==> src/rtl/seg7_readback_pkg.sv <==
// ============================================================================
//  Module   : seg7_pkg
//  Purpose  : Shared glyph table, state encoding and widths for the
//             seven-segment readback block. Glyphs are active-low, listed
//             as segments a..g (index 0 = segment a).
//  Revision : 1.0 - initial release
// ============================================================================
`default_nettype none

package seg7_pkg;

  // Active-low glyphs, segment order a..g
  localparam logic [0:6] c_glyph_0 = 7'b0000001;
  localparam logic [0:6] c_glyph_1 = 7'b1001111;
  localparam logic [0:6] c_glyph_2 = 7'b0010010;
  localparam logic [0:6] c_glyph_3 = 7'b0000110;
  localparam logic [0:6] c_glyph_4 = 7'b1001100;
  localparam logic [0:6] c_glyph_5 = 7'b0100100;
  localparam logic [0:6] c_glyph_6 = 7'b0100000;
  localparam logic [0:6] c_glyph_7 = 7'b0001111;
  localparam logic [0:6] c_glyph_8 = 7'b0000000;
  localparam logic [0:6] c_glyph_9 = 7'b0001100;
  localparam logic [0:6] c_glyph_a = 7'b0001000;
  localparam logic [0:6] c_glyph_b = 7'b1100000;
  localparam logic [0:6] c_glyph_c = 7'b0110001;
  localparam logic [0:6] c_glyph_d = 7'b1000010;
  localparam logic [0:6] c_glyph_e = 7'b0110000;
  localparam logic [0:6] c_glyph_f = 7'b0111000;

  // All segments dark
  localparam logic [0:6] c_blank = 7'b1111111;

  // Stability counter width: holds any STABLE_CYCLES in 1..255
  localparam int c_cnt_w = 8;

  // Number of digits and full sample width
  localparam int c_digits  = 4;
  localparam int c_pat_w   = 7 * c_digits;

  // IDLE  : nothing accepted since reset or since the last accepted blank
  // SETTLE: a new pattern is being qualified
  // HOLD  : current pattern already handled, waiting for a change
  typedef enum logic [1:0] {
    IDLE   = 2'd0,
    SETTLE = 2'd1,
    HOLD   = 2'd2
  } state_t;

  // Modulo-2^16 successor used for step detection
  function automatic logic [15:0] seg7_succ(input logic [15:0] v);
    return v + 16'd1;
  endfunction

endpackage

`default_nettype wire

==> src/rtl/seg7_readback_glyph_decode.sv <==
// ============================================================================
//  Module   : seg7_glyph_decode
//  Purpose  : Combinational decode of one active-low seven-segment glyph
//             into a hex nibble, with legal and blank indications.
//  Revision : 1.0 - initial release
// ============================================================================
`default_nettype none

module seg7_glyph_decode
  import seg7_pkg::*;
(
  input  logic [0:6] i_pattern,
  output logic [3:0] o_nibble,
  output logic       o_legal,
  output logic       o_blank
);

  // Map the glyph back to its nibble; anything outside the table is illegal
  always_comb begin
    o_nibble = 4'h0;
    o_legal  = 1'b1;
    case (i_pattern)
      c_glyph_0: o_nibble = 4'h0;
      c_glyph_1: o_nibble = 4'h1;
      c_glyph_2: o_nibble = 4'h2;
      c_glyph_3: o_nibble = 4'h3;
      c_glyph_4: o_nibble = 4'h4;
      c_glyph_5: o_nibble = 4'h5;
      c_glyph_6: o_nibble = 4'h6;
      c_glyph_7: o_nibble = 4'h7;
      c_glyph_8: o_nibble = 4'h8;
      c_glyph_9: o_nibble = 4'h9;
      c_glyph_a: o_nibble = 4'ha;
      c_glyph_b: o_nibble = 4'hb;
      c_glyph_c: o_nibble = 4'hc;
      c_glyph_d: o_nibble = 4'hd;
      c_glyph_e: o_nibble = 4'he;
      c_glyph_f: o_nibble = 4'hf;
      default:   o_legal  = 1'b0;
    endcase
  end

  // A dark digit is reported separately so the top can spot an all-blank display
  assign o_blank = (i_pattern == c_blank);

endmodule

`default_nettype wire

==> src/rtl/seg7_readback.sv <==
// ============================================================================
//  Module   : seg7_readback
//  Purpose  : Reads four active-low seven-segment digits back into a 16-bit
//             value once the pattern has been stable for STABLE_CYCLES
//             enabled samples. Flags illegal glyphs and +1 steps.
//  Options  : SEG7_READBACK_ERRCNT_EN - saturating 8-bit error counter on
//             ErrCount; when undefined ErrCount is tied to zero.
//  Revision : 1.0 - initial release
// ============================================================================
`default_nettype none

module seg7_readback
  import seg7_pkg::*;
#(
  parameter int STABLE_CYCLES = 4
)
(
  input  logic         Clk,
  input  logic         Clr,
  input  logic         En,
  input  logic [0:6]   Disp0,
  input  logic [0:6]   Disp1,
  input  logic [0:6]   Disp2,
  input  logic [0:6]   Disp3,
  output logic [15:0]  Value,
  output logic         Valid,
  output logic         Step,
  output logic         Err,
  output logic [7:0]   ErrCount
);

  localparam logic [c_cnt_w:0] c_stable = (c_cnt_w + 1)'(STABLE_CYCLES);
  localparam logic [c_pat_w-1:0] c_all_blank = {c_digits{c_blank}};

  // --------------------------------------------------------------------------
  // Sample path
  // --------------------------------------------------------------------------
  logic [c_pat_w-1:0] w_pat;
  logic [c_pat_w-1:0] r_sample;
  logic [c_cnt_w-1:0] r_cnt;
  state_t             r_state;

  logic [c_cnt_w-1:0] w_cnt_nxt;
  logic [c_cnt_w:0]   w_cnt_inc;
  state_t             w_state_nxt;
  logic               w_changed;
  logic               w_accept;

  // Digit 3 occupies the top seven bits, digit 0 the bottom seven
  assign w_pat = {Disp3, Disp2, Disp1, Disp0};

  // --------------------------------------------------------------------------
  // Per-digit decode
  // --------------------------------------------------------------------------
  logic [3:0]          w_nib [c_digits];
  logic [c_digits-1:0] w_legal;
  logic [c_digits-1:0] w_blank;
  logic [15:0]         w_decoded;
  logic                w_all_legal;
  logic                w_all_blank;

  for (genvar gi = 0; gi < c_digits; gi++) begin : g_digit
    seg7_glyph_decode u_decode (
      .i_pattern (w_pat[7*gi +: 7]),
      .o_nibble  (w_nib[gi]),
      .o_legal   (w_legal[gi]),
      .o_blank   (w_blank[gi])
    );
  end

  assign w_decoded   = {w_nib[3], w_nib[2], w_nib[1], w_nib[0]};
  assign w_all_legal = &w_legal;
  assign w_all_blank = &w_blank;

  assign w_changed = (w_pat != r_sample);
  assign w_cnt_inc = {1'b0, r_cnt} + {{c_cnt_w{1'b0}}, 1'b1};

  // --------------------------------------------------------------------------
  // State register: sample, stability counter and FSM state
  // --------------------------------------------------------------------------
  always_ff @(posedge Clk) begin
    if (!Clr) begin
      r_sample <= c_all_blank;
      r_cnt    <= '0;
      r_state  <= IDLE;
    end else if (En) begin
      r_sample <= w_pat;
      r_cnt    <= w_cnt_nxt;
      r_state  <= w_state_nxt;
    end
  end

  // Next state: restart qualification on any change, count while stable
  always_comb begin
    w_state_nxt = r_state;
    w_cnt_nxt   = r_cnt;
    w_accept    = 1'b0;
    if (w_changed) begin
      w_cnt_nxt   = {{(c_cnt_w-1){1'b0}}, 1'b1};
      w_state_nxt = SETTLE;
      // A single-sample qualification accepts on the change edge itself
      if (STABLE_CYCLES == 1) begin
        w_accept = 1'b1;
      end
    end else if (r_state == SETTLE) begin
      w_cnt_nxt = w_cnt_inc[c_cnt_w-1:0];
      if (w_cnt_inc == c_stable) begin
        w_accept = 1'b1;
      end
    end
    // An accepted blank returns to IDLE so the next value counts as first
    if (w_accept) begin
      w_state_nxt = w_all_blank ? IDLE : HOLD;
    end
    // Disabled edges neither advance the FSM nor accept anything
    if (!En) begin
      w_state_nxt = r_state;
      w_cnt_nxt   = r_cnt;
      w_accept    = 1'b0;
    end
  end

  // --------------------------------------------------------------------------
  // Output path
  // --------------------------------------------------------------------------
  logic [15:0] r_value;
  logic        r_valid;
  logic        r_step;
  logic        r_err;
  logic        r_first;

  logic [15:0] w_value_nxt;
  logic        w_valid_nxt;
  logic        w_step_nxt;
  logic        w_err_nxt;
  logic        w_first_nxt;

  // Output decision at the acceptance edge; pulses default low every cycle
  always_comb begin
    w_value_nxt = r_value;
    w_valid_nxt = 1'b0;
    w_step_nxt  = 1'b0;
    w_err_nxt   = 1'b0;
    w_first_nxt = r_first;
    if (w_accept) begin
      if (w_all_blank) begin
        w_first_nxt = 1'b1;
      end else if (!w_all_legal) begin
        // Value and first-acceptance status are left untouched
        w_err_nxt = 1'b1;
      end else if (r_first || (w_decoded != r_value)) begin
        w_value_nxt = w_decoded;
        w_valid_nxt = 1'b1;
        w_step_nxt  = !r_first && (w_decoded == seg7_succ(r_value));
        w_first_nxt = 1'b0;
      end
      // Legal and equal to the held value: a re-settle after a glitch, silent
    end
  end

  // Registered outputs; pulses clear on the next edge regardless of En
  always_ff @(posedge Clk) begin
    if (!Clr) begin
      r_value <= 16'h0000;
      r_valid <= 1'b0;
      r_step  <= 1'b0;
      r_err   <= 1'b0;
      r_first <= 1'b1;
    end else begin
      r_value <= w_value_nxt;
      r_valid <= w_valid_nxt;
      r_step  <= w_step_nxt;
      r_err   <= w_err_nxt;
      r_first <= w_first_nxt;
    end
  end

  assign Value = r_value;
  assign Valid = r_valid;
  assign Step  = r_step;
  assign Err   = r_err;

  // --------------------------------------------------------------------------
  // Optional saturating error counter, updated alongside the Err pulse
  // --------------------------------------------------------------------------
`ifdef SEG7_READBACK_ERRCNT_EN
  logic [7:0] r_err_cnt;

  // Count every error pulse, stick at 255, clear only on reset
  always_ff @(posedge Clk) begin
    if (!Clr) begin
      r_err_cnt <= 8'h00;
    end else if (w_err_nxt && (r_err_cnt != 8'hFF)) begin
      r_err_cnt <= r_err_cnt + 8'h01;
    end
  end

  assign ErrCount = r_err_cnt;
`else
  assign ErrCount = 8'h00;
`endif

endmodule

`default_nettype wire

==> config.mk <==
export PLATFORM = sky130hd
export DESIGN_NAME = seg7_readback
export DESIGN_NICKNAME = d
export VERILOG_FILES = /design/src/rtl/seg7_readback_pkg.sv /design/src/rtl/seg7_readback_glyph_decode.sv /design/src/rtl/seg7_readback.sv
export SDC_FILE = /design/constraint.sdc
export NUM_CORES = 1
export LEC_CHECK = 0
export ABC_AREA = 0
export CAP_MARGIN = 30
export CORE_MARGIN = 4
export CORE_UTILIZATION = 55
export CTS_BUF_LIST = sky130_fd_sc_hd__clkbuf_8
export DETAILED_ROUTE_END_ITERATION = 16
export PLACE_DENSITY = 0.79
export SLEW_MARGIN = 0
export SYNTH_ARGS = -nofsm -noshare
export SYNTH_HDL_FRONTEND = slang
export SYNTH_SLANG_ARGS = --single-unit
==> constraint.sdc <==
create_clock -name Clk -period 9.55 [get_ports Clk]
set_clock_uncertainty 0.05 [all_clocks]
set_input_delay 1.91 -clock Clk [delete_from_list [all_inputs] [get_ports Clk]]
set_output_delay 1.91 -clock Clk [all_outputs]
set_load 0.01 [all_outputs]
==> reports/metrics.yaml, run 1 <==
sta:
  setup_viol: 0
  tns_ns: 0
  hold_viol_final: 0
  fin_crit_ns: 5.30
  max_freq_mhz: 189
  period_share_pct: 55.5
  slew_viol_final: 0
  relSlewSlack_pct: 27.9
  tightest_slew_ns: 1.05
  rsz0062_at_grt: "false"
yosys:
  synth.top_cell.area_share_pct: 23.8
  avgSynthCellArea_um2: 7.96
  synth_flop_cell: "dfxtp_1"
  yosys.area.top_type: "dfxtp_1"
  async_reset_ff_share_pct: 0
  synth-edff-count: 0
  yosys_warnings: 0
  synth_area_um2: 4880
  ys_seq_area_share_pct: 23.8
  synthTopCellsByArea: "dfxtp_1 (24%), xnor2_1 (8.3%), mux2i_1 (6.8%)"
  postSynthCellCount: 613
  ys_ff_latch: 58
  ys_types: 80
  synth_top_cells_by_count: "nand2_1 (60), dfxtp_1 (58), xnor2_1 (46), nor2_1 (40), mux2i_1 (33)"
  yosysMostFrequentCell: "nand2_1"
clocking:
  clkLatencyLatePin_ns: 0.34
  cts.repair.resized: 0
  cts_hold_buf: 0
  numCtsBuffers: 9
  cts_sinks: 58
  clockRootBuffer: "clkbuf_8"
  path_clk_slew_ns: 0.07
  htreeDepth: 3
  post-cts-setup-buffers: 0
  cts_tree: "yes"
  clockBufferDepth: 2
grt:
  antenna_found_initial: 0
  grt_use_total_pct: 24.3
  grt_pass1_wl_mm: 20.5
  grt_max_degree: 32
  grtUsageMet3_pct: 4.78
  met1_usage_pct: 33.2
  grt_pass1_vias: 4288
  busiest_layer: "met2"
  grt-ovfl-total: 0
  use_met2_pct: 37.8
critical_path:
  cp.arrival_ns: 5.52
  crit_chain: "clkdlybuf4s50_1 > or4b_1 > a2111oi_2 > a221o_1 > xnor2_1 > a2111o_1 > nor4_4 > a211oi_1 > a211oi_2"
  cp_slowest_cell: "clkdlybuf4s50_1"
  path_class: "input pin to flip-flop"
  slowest_delay_ns: 0.80
  cp.required_ns: 9.77
  rrSetupSlack_ns: 6.58
  worst_setup_path_end_kind: "flip-flop"
  start_kind: "input pin"
  path_max_fanout: 21
routing:
  wl_per_cell_um: 17.1
  routed_wl_mm: 12.7
  routed_via_density: 6.44
  num_vias: 4756
  initialDrtViolationCount: 286
  drc_errors: 0
  dr.pass1.iters: 6
  final_antenna_net_count: 0
die:
  initial_core_util_pct: 56.2
  row_count: 34
  coreArea_um2: 8680
  floorplan.die_area_um2: 10400
  die_y_um: 102
  io_pins: 58
  fp.dieW_um: 102
hold_path:
  min_path_type: "flip-flop to flip-flop"
layout:
  syn_to_final_growth_pct: 11.5
  nNetsFinal: 659
  drive_above_1_share_pct: 7.13
  antenna_cells: 0
  post-route-util_pct: 62.7
run:
  maxCapViolations: 0
run_status:
  outcome: "completed"
power_and_ir_drop:
  peakVddDrop_mv: 0.0676
  power.density_nw_per_um2: 110
  leakagePower_nw: 1.97
placed_design:
  numPortBuffers: 49
  gp_congestion: 0.946
  dp_hpwl_mm: 9.25
per-layer routing:
layer / wire, um / vias to the layer above
met4: 349 / 0
met3: 958 / 34
met1: 5430 / 2227
li1: - / 2275
met5: 0 / -
met2: 5930 / 220
path summary, 6_finish.rpt:
check	start	endpoint	depth (start not counted)
worst min-delay path	r_state[1]	r_state[1]	2
worst min register to register	r_state[1]	r_state[1]	2
worst max register to register	r_cnt[2]	Value[13]	6
worst max-delay path	Disp0[5]	Value[13]	9
state kept, by name, summed over array words and instances (netlist names):
signal	cells
r_cnt	8
r_first	1
r_state	2
Step	1
Value	16
r_sample	28
Valid	1
Err	1
power breakdown:
part	switching (mW)	total [mW]	internal, mW
logic	0.0732	0.125	0.0517
registers	0.00556	0.255	0.250
clock network	0.101	0.219	0.117
critical path: cells and delay by family:
| kind | cells | cell delay (ns) |
|---|---|---|
| compound gates | 5 | 1.41 |
| buf+inv | 1 | 0.80 |
| simple gates | 2 | 1.29 |
| xor+xnor | 1 | 0.11 |
layout make-up:
type	instances	area, um2
clock buffers	9	124
repair buffers	51	508
flip-flops and latches	58	1160
inverters	24	90.1
multi-input cells	482	3360
clock inverters	7	62.6
well taps	108	135
fillers	778	3240
kinds of logic after synthesis:
kind of cell / after synthesis / share of synthesized area (%)
compound gates: 113 / 18.8
mux: 34 / 7.00
other cells: 1 / 0.0769
buf+inv: 80 / 7.85
simple gates: 263 / 30.6
xor+xnor: 62 / 11.4
flops: 58 / 23.8
fa+ha+maj: 2 / 0.513
per-stage QoR:
step	setup WS, ns	power, mW	std cells	cell area [um2]	hold slack (ns)
floorplan	5.09	0.353	620	4900	0.396
global placement	4.05	0.379	722	5240	0.424
detailed placement	3.97	0.383	723	5250	0.431
CTS	4.30	0.600	739	5440	0.445
global route	4.07	0.625	739	5440	0.472
finish	4.25	0.599	739	5440	0.439
layout by cell type, fill, tap and decap left out, types with 6 or more instances in the layout:
cell             instances
o211ai_1                 6
conb_1                   8
or3_1                    9
nor4b_1                  8
and3_1                   7
nand4_1                 22
nand3_1                 17
o21ai_0                 11
nand2b_1                 7
nor3_1                  28
nor3b_1                  9
clkdlybuf4s50_1         48
a21oi_1                 15
inv_1                   26
clkbuf_8                 9
xor2_1                  15
xnor2_1                 46
a211oi_1                20
dfxtp_1                 58
nor4_1                   8
nor2_1                  40
a211oi_2                10
nand2_1                 60
mux2i_1                 33
nor4bb_1                 7
(Power assumes the default switching activity.)
==> run 2, diff against run 1 <==
--- a/config.mk
+++ b/config.mk
@@ -8,7 +8,7 @@
 export ABC_AREA = 0
 export CAP_MARGIN = 30
 export CORE_MARGIN = 4
-export CORE_UTILIZATION = 55
+export CORE_UTILIZATION = 53
 export CTS_BUF_LIST = sky130_fd_sc_hd__clkbuf_8
 export DETAILED_ROUTE_END_ITERATION = 16
 export PLACE_DENSITY = 0.79
==> constraint.sdc (replaced) <==
create_clock -name Clk -period 4.7 [get_ports Clk]
set_clock_uncertainty 0.05 [all_clocks]
set_input_delay 0.94 -clock Clk [delete_from_list [all_inputs] [get_ports Clk]]
set_output_delay 0.94 -clock Clk [all_outputs]
set_load 0.01 [all_outputs]
==> run 2 against run 1 <==
  * Cell area rose by 3.1%
  * Setup slack got worse by 3.7 ns
  * Die area rose by 3.5%
  * Core utilization rose by 0.69 points
  * Cell count rose by 2.6%
  * Via count rose by 0.82%
  * Non-clock buffer count rose by 19
  * Power rose by 120%
  * Sequential share of layout area fell by 0.64 points
  * Critical path type unchanged
  * Largest cell class unchanged
==> reports/metrics.yaml, run 2 (synthesis results as in run 1) <==
sta:
  setup_viol: 0
  rsz0062_at_grt: "false"
  relSlewSlack_pct: 54.0
  fin_crit_ns: 4.10
  slew_viol_final: 0
  tns_ns: 0
  tightest_slew_ns: 0.673
  hold_viol_final: 0
  max_freq_mhz: 244
  period_share_pct: 87.3
die:
  initial_core_util_pct: 55.1
  coreArea_um2: 8850
  fp.dieW_um: 104
  die_y_um: 104
  floorplan.die_area_um2: 10800
  io_pins: 58
  row_count: 34
critical_path:
  path_class: "input pin to flip-flop"
  reg2regPathDepth: 7
  slowest_delay_ns: 0.82
  crit_chain: "clkdlybuf4s50_1 > inv_1 > a2111oi_4 > a211o_1 > xnor2_1 > nand3_1 > nor4bb_1 > a21o_2 > a211oi_2"
  path_max_fanout: 15
  cp.required_ns: 4.88
  cp.arrival_ns: 4.28
  start_kind: "input pin"
  cp_slowest_cell: "clkdlybuf4s50_1"
  worst_setup_path_end_kind: "flip-flop"
placed_design:
  placed_area_um2: 5390
  numPortBuffers: 49
  gp_congestion: 0.953
  dp_hpwl_mm: 9.43
clocking:
  cts_tree: "yes"
  cts_hold_buf: 0
  htreeDepth: 3
  clockRootBuffer: "clkbuf_8"
  clkLatencyLatePin_ns: 0.36
  post-cts-setup-buffers: 0
  numCtsBuffers: 9
  clockBufferDepth: 2
  cts_sinks: 58
  path_clk_slew_ns: 0.07
  cts.repair.resized: 0
power_and_ir_drop:
  power_switching_mw: 0.376
  peakVddDrop_mv: 0.203
  power.density_nw_per_um2: 233
  clkPwrFrac_pct: 40.1
  combinationalPowerShare_pct: 20.2
  p_int_mw: 0.928
  leakagePower_nw: 2.08
  swShare_pct: 28.8
  p_seq_share_pct: 39.7
grt:
  grt_use_total_pct: 24.1
  grt_pass1_vias: 4449
  antenna_found_initial: 0
  grt-ovfl-total: 0
  grt_max_degree: 33
  grt_pass1_wl_mm: 21.8
hold_path:
  min_path_type: "flip-flop to flip-flop"
  whs_path_depth: 2
layout:
  layout_commonest_cell: "nand2_1"
  nNetsFinal: 678
  largest-register: "r_sample"
  finalInstanceArea_um2: 5610
  largest_reg_flops: 28
  final_cell_mix: "nand2_1 (60), dfxtp_1 (58), clkdlybuf4s50_1 (48), xnor2_1 (46), nor2_1 (40)"
  post-route-util_pct: 63.4
  syn_to_final_growth_pct: 15.0
  drive_above_1_share_pct: 10.0
  antenna_cells: 0
routing:
  num_vias: 4795
  final_antenna_net_count: 0
  dr.pass1.iters: 5
  routed_via_density: 6.33
  drc_errors: 0
  initialDrtViolationCount: 287
  routed_wl_mm: 13.1
  wl_per_cell_um: 17.3
run_status:
  outcome: "completed"
run:
  maxCapViolations: 0
run 2: changes by cell type in the layout (fill, tap and decap cells not counted), sizes merged:
cell | before | now
inv | 26 | 25
clkbuf | 9 | 10
bufinv | 1 | 2
clkinvlp | 2 | 1
buf | 3 | 22
run 2: through the flow:
stage | hold slack, ns | setup WS [ns] | power (mW) | cells
2_1_floorplan | 0.396 | 1.21 | 0.717 | 620
3_3_place_gp | 0.408 | 0.434 | 0.779 | 742
3_5_place_dp | 0.421 | 0.320 | 0.787 | 742
4_1_cts | 0.431 | 0.652 | 1.31 | 758
5_1_grt | 0.456 | 0.368 | 1.36 | 758
6_report | 0.428 | 0.595 | 1.30 | 758
run 2: layer usage:
metal | track usage (%) | wire length [um]
met3 | 4.97 | 993
met1 | 32.0 | 5650
met2 | 39.1 | 6230
met4 | 7.98 | 245
met5 | 0 | 0
run 2: path summary, 6_finish.rpt:
path / startpoint / end / slack [ns]
max: Disp1[4] / Value[15] / 0.60
min: r_state[0] / r_state[0] / 0.43
max reg2reg: r_cnt[2] / Value[15] / 1.90
min reg2reg: r_state[0] / r_state[0] / 0.43
run 2: area by class of cell:
type	instances	area [um2]
repair buffers	70	643
clock inverters	6	81.3
fillers	782	3240
well taps	108	135
multi-input cells	482	3360
inverters	24	90.1
clock buffers	10	138
flip-flops and latches	58	1160
run 2: critical path, delay by kind of cell:
kind,cells,cell delay [ns]
xor+xnor,1,0.16
buf+inv,2,1.06
simple gates,2,0.73
compound gates,4,1.38
run 2: power by group through the flow:
stage / clock (mW) / sequential (mW) / combinational, mW
2_1_floorplan: 0 / 0.527 / 0.190
3_3_place_gp: 0 / 0.528 / 0.251
3_5_place_dp: 0 / 0.529 / 0.258
4_1_cts: 0.531 / 0.518 / 0.260
5_1_grt: 0.555 / 0.520 / 0.287
6_report: 0.522 / 0.518 / 0.264
==> run 3, diff against run 2 <==
--- a/config.mk
+++ b/config.mk
@@ -8,9 +8,10 @@
 export ABC_AREA = 0
 export CAP_MARGIN = 30
 export CORE_MARGIN = 4
-export CORE_UTILIZATION = 53
+export CORE_UTILIZATION = 55
 export CTS_BUF_LIST = sky130_fd_sc_hd__clkbuf_8
 export DETAILED_ROUTE_END_ITERATION = 16
+export GPL_TIMING_DRIVEN = 0
 export PLACE_DENSITY = 0.79
 export SLEW_MARGIN = 0
 export SYNTH_ARGS = -nofsm -noshare
==> constraint.sdc (replaced) <==
create_clock -name Clk -period 5.2 [get_ports Clk]
set_clock_uncertainty 0.05 [all_clocks]
set_input_delay 1.04 -clock Clk [delete_from_list [all_inputs] [get_ports Clk]]
set_output_delay 1.04 -clock Clk [all_outputs]
set_load 0.01 [all_outputs]
==> run 3 against run 2 <==
  * Clock-buffer cell count decreased by 1
  * Non-clock buffer count grew 31
  * Global-route usage increased by 1.9 points
  * First-iteration DRC count rose by 7.3%
  * Register-to-register slack gained 0.15 ns
  * Sequential cell count stayed put
  * Power decreased by 12%
  * Core utilization up 2.1 points
  * Via count rose by 4.0%
  * Routed wire length up 2.3%
  * Cell area up 1.3%
  * Largest power group is now registers
==> reports/metrics.yaml, run 3 (synthesis results as in run 1) <==
hold_path:
  min_path_type: "flip-flop to flip-flop"
critical_path:
  cp.required_ns: 5.39
  cp.arrival_ns: 4.60
  start_kind: "input pin"
  path_max_fanout: 10
  path_class: "input pin to flip-flop"
  worst_setup_path_end_kind: "flip-flop"
routing:
  routed_via_density: 6.32
  drc_errors: 0
  final_antenna_net_count: 0
  wl_per_cell_um: 17.0
  dr.pass1.iters: 5
  routed_wl_mm: 13.4
  num_vias: 4989
  initialDrtViolationCount: 308
sta:
  slew_viol_final: 0
  fin_crit_ns: 4.42
  max_freq_mhz: 226
  hold_viol_final: 0
  rsz0062_at_grt: "false"
  setup_viol: 0
  tightest_slew_ns: 0.873
  relSlewSlack_pct: 40.3
  tns_ns: 0
  period_share_pct: 84.9
layout:
  multiInputGateArea_um2: 3360
  regArea_um2: 1160
  antenna_cells: 0
  fillers: 764
  drive_above_1_share_pct: 11.2
  syn_to_final_growth_pct: 16.5
  final_cell_mix: "nand2_1 (60), dfxtp_1 (58), xnor2_1 (46), clkdlybuf4s50_1 (45), nor2_1 (40)"
  largest-register: "r_sample"
  largest_reg_flops: 28
  nNetsFinal: 709
  final_cells: 789
  layout_commonest_cell: "nand2_1"
run:
  maxCapViolations: 0
clocking:
  path_clk_slew_ns: 0.09
  clockBufferDepth: 2
  numCtsBuffers: 9
  cts_sinks: 58
  post-cts-setup-buffers: 0
  clkLatencyLatePin_ns: 0.35
  clockRootBuffer: "clkbuf_8"
  cts_hold_buf: 0
  htreeDepth: 3
  cts_tree: "yes"
  cts.repair.resized: 0
grt:
  antenna_found_initial: 0
  grt_pass1_wl_mm: 21.7
  grt-ovfl-total: 0
  grt_pass1_vias: 4480
  grt_max_degree: 12
  grt_use_total_pct: 26.0
die:
  die_y_um: 102
  fp.dieW_um: 102
  io_pins: 58
  initial_core_util_pct: 56.2
  row_count: 34
  floorplan.die_area_um2: 10400
  coreArea_um2: 8680
run_status:
  outcome: "completed"
placed_design:
  numPortBuffers: 45
  place_inst: 773
  dp_hpwl_mm: 10.1
  gp_congestion: 0.987
power_and_ir_drop:
  leakagePower_nw: 2.12
  peakVddDrop_mv: 0.140
  power.density_nw_per_um2: 201
==> run 3: cell count changes in the layout (fill, tap and decap cells not counted), moves of 2 or more <==
cell and change:
buf_1 +6, buf_2 +20, buf_4 -12, buf_6 +3, clkbuf_1 +17, clkdlybuf4s50_1 -3
clkinvlp_4 +2
==> run 3: routing by layer <==
| metal | GRT usage [%] | up-vias | wire (um) |
|---|---|---|---|
| met5 | 0 | - | 0 |
| met4 | 10.2 | 0 | 378 |
| met3 | 3.89 | 35 | 952 |
| met2 | 41.9 | 203 | 6250 |
| met1 | 34.9 | 2379 | 5840 |
| li1 | - | 2372 | - |
==> run 3: final timing paths <==
check / slack [ns] / cells past startpoint / startpoint / end
setup / recovery: 0.78 / 10 / Disp0[3] / Step
hold / removal: 0.42 / 2 / r_state[0] / r_state[0]
setup reg to reg: 2.05 / 8 / r_sample[6] / Step
hold reg to reg: 0.42 / 2 / r_state[0] / r_state[0]
==> run 3: area by class of cell <==
cell class	instances	area share, %
clock buffers	9	2.18
inverters	24	1.59
clock inverters	7	1.23
repair buffers	45	7.93
multi-input cells	482	59.1
well taps	108	2.38
flip-flops and latches	58	20.4
plain buffers	56	5.15
==> run 3: report_power, final <==
group / internal (mW) / switching [mW]
registers: 0.458 / 0.0101
clock network: 0.220 / 0.206
logic: 0.105 / 0.141
total: 0.784 / 0.357
==> run 3: metrics by stage <==
stage / area (um2) / worst slack [ns] / power (mW) / util, % / hold slack, ns
4_1_cts: 5680 / 0.802 / 1.14 / 65.5 / 0.424
6_report: 5680 / 0.784 / 1.14 / 65.5 / 0.422
2_1_floorplan: 4900 / 1.61 / 0.648 / - / 0.396
3_3_place_gp: 5490 / 0.518 / 0.712 / 63.2 / 0.407
5_1_grt: 5680 / 0.475 / 1.18 / 65.5 / 0.448
3_5_place_dp: 5490 / 0.457 / 0.720 / 63.2 / 0.415
==> run 3: critical path, stage by stage <==
cell	delay [ns]
clkdlybuf4s50_1	0.57
clkbuf_1	0.41
xnor2_1	0.20
nand4_1	0.11
nor4_1	0.56
nand3_1	0.29
a41oi_1	0.33
nand3_1	0.34
a211oi_1	0.42
nor4bb_1	0.34
